--- src/rtl/instr_mem_loader.sv ---
// Instruction-memory loader: packs an MSB-first byte stream into 32-bit words and writes them
// to consecutive addresses from 0, holding the CPU off until the load finishes.
module instr_mem_loader #(
  parameter int DEPTH  = 256,
  parameter int ADDR_W = 32
) (
  input  logic              i_Clock,
  input  logic              i_Reset,
  input  logic              i_Start,
  input  logic [8:0]        i_WordCount,
  input  logic              i_ByteValid,
  input  logic [7:0]        i_ByteData,
  output logic              o_ByteReady,
  output logic              o_WriteEnable,
  output logic [ADDR_W-1:0] o_WriteAddress,
  output logic [31:0]       o_WriteData,
  output logic              o_CpuHold,
  output logic              o_Done
);

  typedef enum logic [1:0] {IDLE, RECV, WRITE, DONE} state_t;

  localparam logic [8:0] DEPTH_W = 9'(DEPTH);

  state_t              r_state, w_next;
  logic [8:0]          r_n, r_idx;
  logic [1:0]          r_cnt;
  logic [23:0]         r_shift;
  logic [ADDR_W-1:0]   r_waddr;
  logic [31:0]         r_wdata;

  logic                w_accept;
  logic [8:0]          w_n;
  logic [8:0]          w_idx_inc;

  assign w_accept  = (r_state == RECV) && i_ByteValid;
  assign w_n       = (i_WordCount > DEPTH_W) ? DEPTH_W : i_WordCount;
  assign w_idx_inc = r_idx + 9'd1;

  always_ff @(posedge i_Clock or negedge i_Reset) begin
    if (!i_Reset) r_state <= IDLE;
    else          r_state <= w_next;
  end

  always_comb begin
    w_next = r_state;
    case (r_state)
      IDLE:    if (i_Start) w_next = (w_n == 9'd0) ? DONE : RECV;
      RECV:    if (w_accept && r_cnt == 2'd3) w_next = WRITE;
      WRITE:   w_next = (w_idx_inc == r_n) ? DONE : RECV;
      DONE:    w_next = IDLE;
      default: w_next = IDLE;
    endcase
  end

  // The 4th byte bypasses the shifter and lands straight in the write-data register,
  // so address/data are ready exactly during the WRITE cycle and hold afterwards.
  always_ff @(posedge i_Clock or negedge i_Reset) begin
    if (!i_Reset) begin
      r_n     <= '0;
      r_idx   <= '0;
      r_cnt   <= '0;
      r_shift <= '0;
      r_waddr <= '0;
      r_wdata <= '0;
    end else begin
      case (r_state)
        IDLE: if (i_Start) begin
          r_n   <= w_n;
          r_idx <= '0;
          r_cnt <= '0;
        end
        RECV: if (w_accept) begin
          r_shift <= {r_shift[15:0], i_ByteData};
          r_cnt   <= r_cnt + 2'd1;
          if (r_cnt == 2'd3) begin
            r_wdata <= {r_shift, i_ByteData};
            r_waddr <= ADDR_W'(r_idx);
          end
        end
        WRITE: begin
          r_idx <= w_idx_inc;
          r_cnt <= '0;
        end
        default: ;
      endcase
    end
  end

  assign o_ByteReady    = (r_state == RECV);
  assign o_WriteEnable  = (r_state == WRITE);
  assign o_CpuHold      = (r_state != IDLE);
  assign o_Done         = (r_state == DONE);
  assign o_WriteAddress = r_waddr;
  assign o_WriteData    = r_wdata;

endmodule

--- config.mk ---
export PLATFORM = sky130hd
export DESIGN_NAME = instr_mem_loader
export DESIGN_NICKNAME = d
export VERILOG_FILES = /design/src/rtl/instr_mem_loader.sv
export SDC_FILE = /design/constraint.sdc
export NUM_CORES = 1
export LEC_CHECK = 0
export CAP_MARGIN = 25
export CORE_MARGIN = 2
export CORE_UTILIZATION = 45
export CTS_CLUSTER_DIAMETER = 40
export DETAILED_ROUTE_END_ITERATION = 8
export HOLD_SLACK_MARGIN = 0.02
export PLACE_DENSITY = 0.84
export SLEW_MARGIN = 20
export SYNTH_ARGS = -nofsm -noshare
export SYNTH_HDL_FRONTEND = slang
export SYNTH_SLANG_ARGS = --single-unit
--- constraint.sdc ---
create_clock -name i_Clock -period 1.75 [get_ports i_Clock]
set_input_delay 0.175 -clock i_Clock [delete_from_list [all_inputs] [get_ports i_Clock]]
set_output_delay 0.175 -clock i_Clock [all_outputs]
set_load 0.05 [all_outputs]
## After elaboration in Yosys (flattened, before gate mapping)

Cells that the tools add are included.

- Equal/unequal tests: 8
- Muxes and demuxes: 11
- Order comparisons: 1
- Add/subtract/negate cells: 2
- Reduce and logical (&&, ||, !) cells: 13

Operators with widths:

| cell | count |
|---|---|
| 9-bit 2-to-1 mux | 2 |
| 9-bit one-hot mux with 2 select lines | 1 |
| 2-bit 2-to-1 mux | 6 |
| 9-bit by 1-bit adder with 9-bit output (second input constant) | 1 |
| 9-bit == test | 1 |
| 9-bit > comparator (second input constant) | 1 |
| 9-bit zero test | 1 |
| 2-bit one-hot mux with 4 select lines | 1 |
| 2-bit AND reduction | 4 |
| 2-bit == test (second input constant) | 3 |
| 2-bit one-hot mux with 3 select lines | 1 |
| 3-bit AND reduction | 2 |
| 2-bit by 1-bit inequality test with 1-bit output (second input constant) | 2 |
| 2-bit nonzero test | 2 |
| 3-bit nonzero test | 1 |
| 2-bit by 1-bit adder with 2-bit output (second input constant) | 1 |
| 2-bit by 1-bit == test with 1-bit output (second input constant) | 1 |
| 1-bit logical AND | 2 |
| 2-bit zero test | 1 |
| 2-bit inequality test (second input constant) | 1 |

- Bits of input ports: 21
- Output and inout bits: 68
- Bits in registers: 87

## Longest topological paths before layout

- Depth in word-level cells: 6
- Depth in mapped cells: 7
- Mapped depth without buffers: 6

## Worst setup path after synthesis

Ideal clock, no wire load.

- Path type: flip-flop to flip-flop
- Start point: register r_state[1]
- End point: register r_waddr[0], in the netlist o_WriteAddress[0]
- Stages on the path, launching flop included: 6
- Clock period less this slack: 1.863 ns
- Setup slack: -0.113 ns
- Path buffers: 2
- Required time: 1.625 ns
- Arrival time: 1.738 ns
- Cells stage by stage: dfrtp_1 > buf_6 > nor2b_2 > nand3_1 > buf_2 > mux2_2

- Word-level cells in the longest chain between the ends: 3

Ends and longest elaborated chain:

| item | line | source |
|---|---|---|
| from (decl) | 25 | `state_t r_state, w_next;` |
| from (signal assigned) | 42 | `else r_state <= w_next;` |
| 2-bit by 1-bit == test with 1-bit output * | - |  |
| named net o_ByteReady | 13 | `output logic o_ByteReady,` |
| 1-bit logical AND | 36 | `assign w_accept = (r_state == RECV) && i_ByteValid;` |
| 3-bit AND reduction (no source line) * | - |  |
| to (signal assigned) | 78 | `r_waddr <= ADDR_W'(r_idx);` |
| to (decl) | 29 | `logic [ADDR_W-1:0] r_waddr;` |

The timed path passes the listed nets; every way through them passes the cells marked *.
A chain may end at the register's enable or synchronous reset.

## Worst setup path after layout

- Start point: register r_wdata[14], in the netlist o_WriteData[14]
- End point: output port o_WriteData[14]

RTL lines:

| item | line | source |
|---|---|---|
| from (decl) | 30 | `logic [31:0] r_wdata;` |
| from (signal assigned) | 77 | `r_wdata <= {r_shift, i_ByteData};` |
| to (decl) | 16 | `output logic [31:0] o_WriteData,` |

No word-level cell between the ends.

==> impl_metrics.prom <==
# TYPE chip_impl_metric gauge
chip_impl_metric{name="synth_edf_count",unit=""} 0
chip_impl_metric{name="crit_cells",unit=""} 1
chip_impl_metric{name="comb_power_share",unit="%"} 47.0
chip_impl_metric{name="cp_slowest_stage_delay",unit="ps"} 820
chip_impl_metric{name="clk_pin_slew_worst_paths",unit="ps"} 90
chip_impl_metric{name="insertedDiodeCount",unit=""} 0
chip_impl_metric{name="worst-endpoint-required",unit="ps"} 1570
chip_impl_metric{name="netlist_instances",unit=""} 312
chip_impl_metric{name="areaGrowthSynthToFinish",unit="%"} 25.5
chip_impl_metric{name="synth.distinct_cells",unit=""} 40
chip_impl_info{name="synth_top_family_by_area",value="multiplexers"} 1
chip_impl_metric{name="critPathBufInv",unit=""} 1
chip_impl_metric{name="intPower",unit="W"} 0.00520
chip_impl_metric{name="postRouteWirelength",unit="um"} 7320
chip_impl_metric{name="core_area",unit="um^2"} 8300
chip_impl_metric{name="globalRouteOverflowTotal",unit=""} 0
chip_impl_metric{name="fp.dieW",unit="um"} 96.9
chip_impl_info{name="post-synth-top-area-cell",value="sky130_fd_sc_hd__dfrtp_1"} 1
chip_impl_metric{name="max_slew.worst_pin.slew",unit="ps"} 529
chip_impl_metric{name="pwr_density_cell",unit="nW/um^2"} 1830
chip_impl_metric{name="num_ports",unit=""} 89
chip_impl_metric{name="yosysWarningCount",unit=""} 0
chip_impl_info{name="cts_tree",value="yes"} 1
chip_impl_metric{name="clock-sinks",unit=""} 87
chip_impl_metric{name="critical_path.max_fanout",unit=""} 2
chip_impl_info{name="cp-start-kind",value="register"} 1
chip_impl_info{name="setup.worst_path.end_class",value="output pin"} 1
chip_impl_metric{name="cts_buffer_depth",unit=""} 2
chip_impl_metric{name="post_dp_hpwl",unit="um"} 5260
chip_impl_metric{name="route.detailed.drc",unit=""} 0
chip_impl_metric{name="p_switching",unit="W"} 0.00372
chip_impl_info{name="grt_setup_unrepaired",value="yes"} 1
chip_impl_metric{name="r2r.worst_path.cells",unit=""} 6
chip_impl_metric{name="num_rows",unit=""} 33
chip_impl_metric{name="number_of_antenna_violations_at_the_first_check_in_global_routing",unit=""} 0
chip_impl_metric{name="synth_simple_gate_area_share",unit="%"} 8.54
chip_impl_info{name="ctsRootBufferMaster",value="sky130_fd_sc_hd__clkbuf_8"} 1
chip_impl_metric{name="final-hold-violation-count",unit=""} 0
chip_impl_metric{name="detailedRoute.firstIterationViolations",unit=""} 160
chip_impl_metric{name="cts_buffers",unit=""} 9
chip_impl_metric{name="p_clk_share",unit="%"} 15.4
chip_impl_metric{name="sw_share",unit="%"} 41.7
chip_impl_info{name="critPathTopFamily",value="buffers and inverters"} 1
chip_impl_metric{name="p_leak",unit="nW"} 2.29
chip_impl_info{name="dominantRegCellSynth",value="sky130_fd_sc_hd__dfrtp_1"} 1
chip_impl_metric{name="portBuffers",unit=""} 65
chip_impl_metric{name="slew_violations",unit=""} 0
chip_impl_metric{name="pwr-share-seq",unit="%"} 37.7
chip_impl_metric{name="synth-xor-area-share",unit="%"} 2.93
chip_impl_metric{name="dr_total_vias",unit=""} 2546
chip_impl_metric{name="cp_data_arrival_time",unit="ps"} 1540
chip_impl_info{name="path_cells",value="clkdlybuf4s50_1"} 1
chip_impl_metric{name="wl_per_cell",unit="um"} 14.8
chip_impl_metric{name="fmaxAchievable",unit="GHz"} 0.582
chip_impl_metric{name="postRouteAntennaNets",unit=""} 0
chip_impl_metric{name="globalplace.congestion",unit=""} 0.869
chip_impl_metric{name="timing.max_cap.violations",unit=""} 0
chip_impl_metric{name="synthAdderAreaFrac",unit="%"} 0.644
chip_impl_metric{name="peakVddDrop",unit="uV"} 1000
chip_impl_metric{name="fp.dieArea",unit="um^2"} 9390
chip_impl_metric{name="timing.clock.skew",unit="ps"} 9.24
chip_impl_info{name="status",value="finished clean"} 1
chip_impl_metric{name="avgSynthCellArea",unit="um^2"} 12.4
chip_impl_info{name="ys_top_cells_by_area",value="sky130_fd_sc_hd__dfrtp_1, sky130_fd_sc_hd__mux2_2, sky130_fd_sc_hd__buf_4, sky130_fd_sc_hd__nand2_1, sky130_fd_sc_hd__xnor2_1"} 1
chip_impl_metric{name="start_util",unit="%"} 46.8
chip_impl_metric{name="grt_pass1_vias",unit=""} 2568
chip_impl_metric{name="final.min_clock_period",unit="ps"} 1720
chip_impl_metric{name="synth.yosys.seq_area_share",unit="%"} 56.1
chip_impl_metric{name="drt_pre_antenna_iters",unit=""} 4
chip_impl_metric{name="setup-violations-final",unit=""} 0
chip_impl_metric{name="layout_cell_share_with_drive_strength_beyond_1",unit="%"} 28.6
chip_impl_metric{name="utilization",unit="%"} 58.7
chip_impl_info{name="classification_of_the_worst_slack_hold_path",value="in2async"} 1
chip_impl_info{name="critical-path-slowest-cell",value="sky130_fd_sc_hd__clkdlybuf4s50_1"} 1
chip_impl_metric{name="timing.final.crit_share",unit="%"} 98.1
chip_impl_info{name="path_class",value="reg2out"} 1
chip_impl_info{name="ys_top_cells_by_count",value="sky130_fd_sc_hd__dfrtp_1, sky130_fd_sc_hd__mux2_2, sky130_fd_sc_hd__buf_4, sky130_fd_sc_hd__nand2_1, sky130_fd_sc_hd__o21ai_1"} 1
chip_impl_metric{name="num-nets-final",unit=""} 409
chip_impl_info{name="yosys.cell_count.top_type",value="sky130_fd_sc_hd__dfrtp_1"} 1
chip_impl_metric{name="timing.hold.ws",unit="ps"} 300
chip_impl_metric{name="grt.total_usage",unit="%"} 16.1
chip_impl_metric{name="cts_htree_levels",unit=""} 3
chip_impl_metric{name="worst_skew_pair.late_latency",unit="ps"} 350
chip_impl_metric{name="synth_area",unit="um^2"} 3880
chip_impl_metric{name="timing.slew.headroom",unit="%"} 64.7
chip_impl_metric{name="fillCellCount",unit=""} 659
chip_impl_metric{name="via_per_inst",unit=""} 5.13
chip_impl_metric{name="grt_max_degree",unit=""} 51
chip_impl_metric{name="yosysTopAreaCellShare",unit="%"} 56.1
chip_impl_metric{name="global_route_wire_length_before_repair",unit="um"} 12300
chip_impl_metric{name="synth_compound_gate_area_share",unit="%"} 5.06
chip_impl_metric{name="async_reset_ff_share",unit="%"} 100
chip_impl_metric{name="synth_mux_area_share",unit="%"} 19.4
chip_impl_metric{name="synthesis_stage_register_bit_count",unit=""} 87
chip_impl_metric{name="chipHeight",unit="um"} 96.9
-- repair_timing --
| action | CTS | global route |
|---|---|---|
| gates cloned | 0 | 0 |
| hold endpoints to repair | 31 | 0 |
| hold buffers | 1 | 0 |
| pin swaps | 0 | 1 |
| setup endpoints to repair | 1 | 10 |
| setup buffers | 0 | 0 |
| resized for setup | 1 | 9 |
-- through the flow --
step / TNS [ps] / instances / total power [W] / setup slack (ps) / cell area (um^2)
floorplan: 0 / 334 / 0.00624 / 98.2 / 3970
global placement: 0 / 479 / 0.00749 / 103 / 4650
detailed placement: 0 / 479 / 0.00763 / 34.1 / 4650
CTS: 0 / 496 / 0.00901 / 2.06 / 4850
global route: -29.4 / 496 / 0.00937 / -29.4 / 4870
finish: 0 / 496 / 0.00892 / 32.8 / 4870
-- power by group through the flow --
| stage | Sequential [W] | Clock [W] | Combinational [W] |
|---|---|---|---|
| global route | 0.00348 | 0.00150 | 0.00439 |
| floorplan | 0.00467 | 0 | 0.00157 |
| CTS | 0.00337 | 0.00141 | 0.00424 |
| global placement | 0.00335 | 0 | 0.00414 |
| finish | 0.00336 | 0.00137 | 0.00419 |
| detailed placement | 0.00340 | 0 | 0.00422 |
-- metal layers --
layer	vias up	GRT usage [%]	part of all wire, %
met1	1259	21.7	45
met3	13	2.96	4.4
li1	1191	-	-
met2	83	25.6	49
met5	-	0	0
met4	0	6.72	2.0
-- kinds of logic after synthesis --
logic type / Yosys count
buffers and inverters: 43
and+or+nand+nor: 65
muxes: 67
other: 1
xor gates and xnor gates: 13
adders and majority gates: 2
DFF: 87
AOI/OAI and AO/OA: 34
-- cell type report --
| class | instances | area (um^2) | share of cell area (%) |
|---|---|---|---|
| multi-input cells | 204 | 1520 | 31.1 |
| inverters | 4 | 15.0 | 0.308 |
| flip-flops and latches | 87 | 2180 | 44.7 |
| clock inverters | 6 | 68.8 | 1.41 |
| well taps | 105 | 131 | 2.70 |
| clock buffers | 10 | 128 | 2.62 |
| repair buffers | 80 | 836 | 17.2 |
-- placed cells by master (no fill, tap or decap), types with 4 or more instances in the layout --
cell / Yosys / final
sky130_fd_sc_hd__clkbuf_8: 0 / 9
sky130_fd_sc_hd__nor3_1: 5 / 5
sky130_fd_sc_hd__nand2_1: 22 / 22
sky130_fd_sc_hd__conb_1: 1 / 23
sky130_fd_sc_hd__nand2b_1: 9 / 9
sky130_fd_sc_hd__mux2_2: 66 / 66
sky130_fd_sc_hd__buf_12: 0 / 6
sky130_fd_sc_hd__o21ai_1: 11 / 11
sky130_fd_sc_hd__clkdlybuf4s50_1: 0 / 47
sky130_fd_sc_hd__nor2_1: 10 / 10
sky130_fd_sc_hd__dlymetal6s2s_1: 0 / 8
sky130_fd_sc_hd__xnor2_1: 9 / 9
sky130_fd_sc_hd__buf_4: 24 / 18
sky130_fd_sc_hd__xor2_1: 4 / 4
sky130_fd_sc_hd__dfrtp_1: 87 / 86
sky130_fd_sc_hd__o21ai_0: 10 / 10
-- path summary, 6_finish.rpt --
kind	startpoint	to	slack, ps
max	o_WriteData[14]$_DFFE_PN0P_	o_WriteData[14]	30
min in group i_Clock	i_WordCount[6]	r_n[6]$_DFFE_PN0P_	430
max reg2reg	r_idx[0]$_DFFE_PN0P_	r_state[1]$_DFFE_PN0P_	70
min	i_Reset	o_WriteData[19]$_DFFE_PN0P_	300
max in group asynchronous	i_Reset	r_state[1]$_DFFE_PN0P_	840
min reg2reg	r_n[4]$_DFFE_PN0P_	r_n[4]$_DFFE_PN0P_	510
-- state kept, by name (all words and copies together) (netlist names) --
| register | flops |
|---|---|
| r_shift | 24 |
| r_cnt | 2 |
| r_idx | 9 |
| r_state | 2 |
| r_n | 9 |
| o_WriteAddress | 9 |
| o_WriteData | 32 |
(Power assumes the default switching activity.)
